### src/rtl/edge_req_gen_single.sv
// Edge request generator for one core. Sits behind the offset URAM: pairs each vertex ID
// with its {loffset, roffset}, queues the pairs, and walks each edge range one memory line
// at a time, producing address / lane mask / last-line requests.
module edge_req_gen_single #(
   parameter int V_ID_WIDTH   = 16,
   parameter int V_OFF_DWIDTH = 32,
   parameter int URAM_LATENCY = 5,
   parameter int LINE_SHIFT   = 4,
   parameter int FIFO_AWIDTH  = 4
) (
   input  logic                             clk,
   input  logic                             rst,
   input  logic [V_ID_WIDTH-1:0]            front_active_v_id,
   input  logic                             front_active_v_valid,
   input  logic [V_OFF_DWIDTH-1:0]          uram_loffset,
   input  logic [V_OFF_DWIDTH-1:0]          uram_roffset,
   input  logic                             uram_dvalid,
   input  logic                             edge_rd_full,
   output logic                             front_stall,
   output logic [V_OFF_DWIDTH-LINE_SHIFT-1:0] edge_rd_addr,
   output logic [(1<<LINE_SHIFT)-1:0]       edge_rd_mask,
   output logic [V_ID_WIDTH-1:0]            edge_rd_v_id,
   output logic                             edge_rd_last,
   output logic                             edge_rd_valid,
   output logic                             idle,
   output logic                             err_overflow
);

   localparam int EDGE_PER_LINE = 1 << LINE_SHIFT;
   localparam int LINE_W        = V_OFF_DWIDTH - LINE_SHIFT;
   localparam int FIFO_DEPTH    = 1 << FIFO_AWIDTH;
   localparam int ENTRY_W       = V_ID_WIDTH + 2 * V_OFF_DWIDTH;

   // Stall early enough that every read already in flight in the URAM still finds a slot.
   localparam logic [FIFO_AWIDTH:0] STALL_LEVEL = (FIFO_AWIDTH+1)'(FIFO_DEPTH - URAM_LATENCY - 1);
   localparam logic [FIFO_AWIDTH:0] FULL_LEVEL  = (FIFO_AWIDTH+1)'(FIFO_DEPTH);

   localparam logic [0:0] ST_IDLE  = 1'b0;
   localparam logic [0:0] ST_ISSUE = 1'b1;

   // Lane k of a line is live when its global edge index falls inside [lo, hi).
   function automatic logic [EDGE_PER_LINE-1:0] line_mask(
      input logic [LINE_W-1:0]       line,
      input logic [V_OFF_DWIDTH-1:0] lo,
      input logic [V_OFF_DWIDTH-1:0] hi
   );
      logic [EDGE_PER_LINE-1:0] m;
      logic [V_OFF_DWIDTH-1:0]  idx;
      m = '0;
      for (int k = 0; k < EDGE_PER_LINE; k++) begin
         idx  = {line, LINE_SHIFT'(k)};
         m[k] = (idx >= lo) && (idx < hi);
      end
      return m;
   endfunction

   // ---------------------------------------------------------------- ID align stage
   logic [URAM_LATENCY-1:0] pipe_vld_p0;
   logic [V_ID_WIDTH-1:0]   pipe_id_p0 [URAM_LATENCY];

   // Valid bits of the ID delay line; cleared on reset so no stale vertex survives.
   always_ff @(posedge clk) begin
      if (rst) begin
         pipe_vld_p0 <= '0;
      end else begin
         pipe_vld_p0[0] <= front_active_v_valid;
         for (int i = 1; i < URAM_LATENCY; i++) pipe_vld_p0[i] <= pipe_vld_p0[i-1];
      end
   end

   // ID payload of the delay line, matched in depth to the URAM read latency.
   always_ff @(posedge clk) begin
      pipe_id_p0[0] <= front_active_v_id;
      for (int i = 1; i < URAM_LATENCY; i++) pipe_id_p0[i] <= pipe_id_p0[i-1];
   end

   // The delayed valid must line up exactly with the URAM data valid.
   a_id_align: assert property (@(posedge clk) disable iff (rst)
                                pipe_vld_p0[URAM_LATENCY-1] == uram_dvalid);

   // ---------------------------------------------------------------- offset FIFO stage
   logic [ENTRY_W-1:0]     fifo_mem_p1 [FIFO_DEPTH];
   logic [FIFO_AWIDTH-1:0] wr_ptr, rd_ptr;
   logic [FIFO_AWIDTH:0]   fifo_count;
   logic                   fifo_full, fifo_empty, push, pop;
   logic [0:0]             state;
   logic [V_ID_WIDTH-1:0]   head_id;
   logic [V_OFF_DWIDTH-1:0] head_l, head_r;

   assign fifo_full  = (fifo_count == FULL_LEVEL);
   assign fifo_empty = (fifo_count == '0);
   assign push       = uram_dvalid && !fifo_full;
   assign pop        = (state == ST_IDLE) && !fifo_empty;
   assign {head_id, head_l, head_r} = fifo_mem_p1[rd_ptr];
   assign front_stall = (fifo_count >= STALL_LEVEL);

   // FIFO storage write; a push into a full FIFO is dropped.
   always_ff @(posedge clk) begin
      if (push) fifo_mem_p1[wr_ptr] <= {pipe_id_p0[URAM_LATENCY-1], uram_loffset, uram_roffset};
   end

   // Pointers, occupancy and the sticky overflow flag.
   always_ff @(posedge clk) begin
      if (rst) begin
         wr_ptr       <= '0;
         rd_ptr       <= '0;
         fifo_count   <= '0;
         err_overflow <= 1'b0;
      end else begin
         if (push) wr_ptr <= wr_ptr + 1'b1;
         if (pop)  rd_ptr <= rd_ptr + 1'b1;
         case ({push, pop})
            2'b10:   fifo_count <= fifo_count + 1'b1;
            2'b01:   fifo_count <= fifo_count - 1'b1;
            default: fifo_count <= fifo_count;
         endcase
         if (uram_dvalid && fifo_full) err_overflow <= 1'b1;
      end
   end

   // ---------------------------------------------------------------- line issue stage
   logic [LINE_W-1:0]       cur_line_p2, end_line_p2;
   logic [V_OFF_DWIDTH-1:0] cur_l_p2, cur_r_p2;
   logic [V_ID_WIDTH-1:0]   cur_id_p2;
   logic                    at_last;

   assign at_last = (cur_line_p2 == end_line_p2);

   // Walk state of the vertex being expanded; only meaningful while in ISSUE.
   always_ff @(posedge clk) begin
      if (pop) begin
         cur_line_p2 <= LINE_W'(head_l >> LINE_SHIFT);
         end_line_p2 <= LINE_W'((head_r - V_OFF_DWIDTH'(1)) >> LINE_SHIFT);
         cur_l_p2    <= head_l;
         cur_r_p2    <= head_r;
         cur_id_p2   <= head_id;
      end else if (state == ST_ISSUE && !edge_rd_full && !at_last) begin
         cur_line_p2 <= cur_line_p2 + 1'b1;
      end
   end

   // FSM and request outputs: one request per unblocked ISSUE cycle, ascending lines.
   always_ff @(posedge clk) begin
      if (rst) begin
         state         <= ST_IDLE;
         edge_rd_valid <= 1'b0;
         edge_rd_addr  <= '0;
         edge_rd_mask  <= '0;
         edge_rd_v_id  <= '0;
         edge_rd_last  <= 1'b0;
      end else begin
         edge_rd_valid <= 1'b0;
         case (state)
            ST_IDLE: begin
               // Zero-degree entries are popped and discarded without leaving IDLE.
               if (pop && (head_l < head_r)) state <= ST_ISSUE;
            end
            default: begin
               if (!edge_rd_full) begin
                  edge_rd_valid <= 1'b1;
                  edge_rd_addr  <= cur_line_p2;
                  edge_rd_mask  <= line_mask(cur_line_p2, cur_l_p2, cur_r_p2);
                  edge_rd_v_id  <= cur_id_p2;
                  edge_rd_last  <= at_last;
                  if (at_last) state <= ST_IDLE;
               end
            end
         endcase
      end
   end

   assign idle = fifo_empty && !(|pipe_vld_p0) && (state == ST_IDLE) && !edge_rd_valid;

endmodule

### config.mk
export PLATFORM = sky130hd
export DESIGN_NAME = edge_req_gen_single
export DESIGN_NICKNAME = d
export VERILOG_FILES = /design/src/rtl/edge_req_gen_single.sv
export SDC_FILE = /design/constraint.sdc
export NUM_CORES = 2
export LEC_CHECK = 0
export ABC_CLOCK_PERIOD_IN_PS = 9200
export BUFFER_PORTS_ARGS = -buffer_cell sky130_fd_sc_hd__buf_4
export CORE_ASPECT_RATIO = 0.6
export CORE_UTILIZATION = 58
export CTS_BUF_LIST = sky130_fd_sc_hd__clkbuf_4 sky130_fd_sc_hd__clkbuf_8
export DETAILED_ROUTE_END_ITERATION = 10
export GPL_TIMING_DRIVEN = 0
export PLACE_DENSITY = 0.8
export SLEW_MARGIN = 20
export SYNTH_ARGS = -nofsm -noshare
export SYNTH_HDL_FRONTEND = slang
export SYNTH_SLANG_ARGS = --single-unit
### constraint.sdc
create_clock -name clk -period 9.2 [get_ports clk]
set_input_delay 2.76 -clock clk [delete_from_list [all_inputs] [get_ports clk]]
set_output_delay 2.76 -clock clk [all_outputs]
set_load 0.05 [all_outputs]
==> flow_summary.toml <==
[run_status]
outcome = "finished, final reports clean"

[cells_and_area]
nets = 3707
fin_util_pct = 68.2
drive_gt1_share_pct = 27.5
areaGrowthSynthToFinish_pct = 15.5
fill_cells = 6340
fin_cells = 5097

[logic_synthesis]
synth-simple-area-share_pct = 3.08
synth_nets = 3245
synth-adder-area-share_pct = 2.06
synthXorXnorAreaFrac_pct = 1.13
seq_area_frac_synth_pct = 75.0
synth-seq-cells = 1582
yosysWarnings = 0
ys.flop_type = "edfxtp_1"
synth_cells = 3060
synthesis.area_mm2 = 0.0611
synth_edf_count = 1416
synth_cell_type_count = 67
synth_top_family_by_area = "multiplexers"
synthMuxAreaShare_pct = 14.2
synth_compound_area_share_pct = 2.90
postSynth.asyncResetShare_pct = 0
syn_area_per_cell_um2 = 20.0

[pwr]
power.switching_mw = 6.48
power_frac_comb_pct = 28.5
power.density_mw_per_mm2 = 287
power.total_mw = 20.3
seqPwrFrac_pct = 44.9
internal-power_mw = 13.8
switching_share_pct = 32.0
clkPwrFrac_pct = 26.7
p_leak_nw = 23.7
ir_drop_mv = 0.203

[sta]
finalHoldViolations = 0
slew_violations = 0
finalSetupViolations = 0
period_minus_slack_ns = 6.86
max_freq_mhz = 146
finClkSkew_ns = 0.0538
fin_crit_sh_pct = 74.6
maxSlewHeadroom_pct = 21.6
grt_setup_unrepaired = "no"
worst_pin_slew_ns = 1.18

[critical_path]
reg2regPathDepth = 18
critPathRequiredTime_ns = 10.06
reg2reg_to = "state"
slowest_stage = "clkbuf_1"
crit_path_max_incr_delay_ns = 0.73
criticalPathCategory = "register to register"
cp_top_family = "buffers and inverters"
cp-end-kind = "register"
cp_cell_sequence = "buf_2, buf_2, buf_2, buf_2, buf_2, buf_2, clkbuf_1, clkbuf_1, clkbuf_1, mux4_2, mux4_2, ha_1, a21o_1, a21oi_1, o21ai_0, a21oi_1, o21ai_0, a211oi_1"
arrival_ns = 7.72
crit_buf_inv = 9
r2r_slack_ns = 2.34
cp_common_cell = "buf_2"
cp-start-kind = "register"
path_max_fanout = 10

[cts]
clockBufferDepth = 3
h-tree-depth = 4
cts_root_buf = "clkbuf_8"
clk_latency_ns = 0.94
cts_resized = 0
cts_tree = "done"
path_clk_slew_ns = 0.07
post_cts_buffers = 0
ctsHoldBuffers = 0
cts.sink_count = 1582
cts_buffers = 210

[placement]
place_inst = 4704
post-dp-hpwl_mm = 102
gp_congestion = 0.916
port_buffers = 148

[global_routing]
first_global_vias = 32000
grt_pass1_wl_mm = 217
overflow = 0
antenna_found_initial = 6
grt_max_degree = 34
track_usage_pct = 28.8

[drt]
wire_per_inst_um = 29.9
routed_wl_mm = 153
firstDrtPassIters = 8
ant_nets = 0
via_per_inst = 6.38
drtIter0Drc = 4948
drc = 0
vias = 32500

[floorplanning]
ios = 150
die_x_um = 421
die_area_mm2 = 0.107
core_area_mm2 = 0.104
start_util_pct = 59.0
rows = 91
die-height_um = 254

[worst_hold_path]
min-delay-start = "pipe_id_p0[0][20]"
min_delay_path_depth = 0
min_delay_worst_endpoint = "pipe_id_p0[0][36]"
hp-class = "register to register"

[job]
max_cap_violations = 0
==> sequential cells by signal (all words and copies together), names as in the netlist, named ones only <==
signal and cells:
wr_ptr 4, fifo_count 5, cur_line_p2 28, pipe_id_p0 80, cur_id_p2 16, state 1, fifo_mem_p1 1280, edge_rd_addr 28
cur_r_p2 32, err_overflow 1, edge_rd_last 1, cur_l_p2 32, pipe_vld_p0 5, edge_rd_valid 1, end_line_p2 28, rd_ptr 4
edge_rd_mask 16, edge_rd_v_id 16
==> placed cells by master, fill, tap and decap left out, types with 78 or more instances in the layout <==
cell / instances
edfxtp_1: 1416
mux4_2: 334
clkbuf_8: 231
nand2_1: 190
dfxtp_1: 166
buf_4: 158
inv_1: 106
ha_1: 99
a21oi_1: 82
clkbuf_4: 78
==> final cells by class <==
class                           count  area [um2]  share of cell area (%)
Clock inverter                     81         573                   0.811
Tap cell                         1395        1750                    2.47
Sequential cell                  1582       45800                    64.9
Timing Repair Buffer              250        3210                    4.55
Clock buffer                      309        3760                    5.33
Buffer                            130         657                   0.930
Multi-Input combinational cell   1241       14400                    20.4
Inverter                          107         402                   0.569
Antenna cell                        2        5.00                 0.00709
==> through the flow <==
step | instance area [um2] | TNS, ns | hold slack [ns] | setup WS (ns)
2_1_floorplan | 61200 | 0 | 0.310 | 1.87
3_3_place_gp | 64000 | -3629.61 | 0.311 | -3.23
3_5_place_dp | 66300 | 0 | 0.312 | 2.40
4_1_cts | 70600 | 0 | 0.305 | 2.35
5_1_grt | 70600 | 0 | 0.323 | 2.06
6_report | 70600 | 0 | 0.311 | 2.34
==> cell families (layout without fill, tap and decap cells) <==
family,after synthesis,count (layout)
other cells,0,2
buf+inv,237,877
fa+ha+maj,100,100
mux,382,382
xor+xnor,79,79
simple gates,404,404
flops,1582,1582
compound gates,276,276
==> power groups by stage <==
stage          clock, mW  combinational (mW)  sequential [mW]
5_1_grt             5.72                6.15             9.12
3_3_place_gp           0                5.05             9.29
6_report            5.40                5.77             9.09
3_5_place_dp           0                5.62             9.22
4_1_cts             5.45                5.66             9.07
2_1_floorplan          0                3.52             9.29
==> synth_stat cells, drive strengths merged (7+ instances only) <==
cell | n | share of area, %
nor2b | 16 | 0.16
a221oi | 18 | 0.28
or3 | 8 | 0.082
o31ai | 7 | 0.086
a22o | 13 | 0.19
nand4 | 30 | 0.31
inv | 107 | 0.66
o21ai | 69 | 0.56
a21oi | 82 | 0.67
xor2 | 36 | 0.52
dfxtp | 166 | 5.4
buf | 63 | 0.65
xnor2 | 43 | 0.62
edfxtp | 1416 | 70
a22oi | 16 | 0.20
nor2 | 74 | 0.45
nand3 | 13 | 0.11
ha | 99 | 2.0
nor4 | 11 | 0.12
nand2b | 13 | 0.13
mux4 | 374 | 14
nor3 | 20 | 0.19
mux2i | 8 | 0.13
a21o | 36 | 0.44
and3 | 8 | 0.082
nand2 | 190 | 1.2
clkbuf | 67 | 0.41
==> per-layer routing <==
metal	vias to the layer above	wire length, um	global-route usage (%)	part of all wire (%)
met4	8	3900	9.06	2.6
met1	16600	59900	42.2	39
met5	-	128	0.541	0.084
met2	2263	67900	41.9	44
met3	279	20800	8.91	14
li1	13400	-	-	-
==> worst max path at each step <==
stage | start | to | cells after the start
2_1_floorplan | uram_dvalid | fifo_mem_p1[7][0] | 3
3_3_place_gp | uram_dvalid | fifo_mem_p1[11][66] | 4
3_5_place_dp | register | state | 18
4_1_cts | register | state | 18
5_1_grt | register | state | 18
6_report | register | state | 18
(Power assumes the default switching activity.)
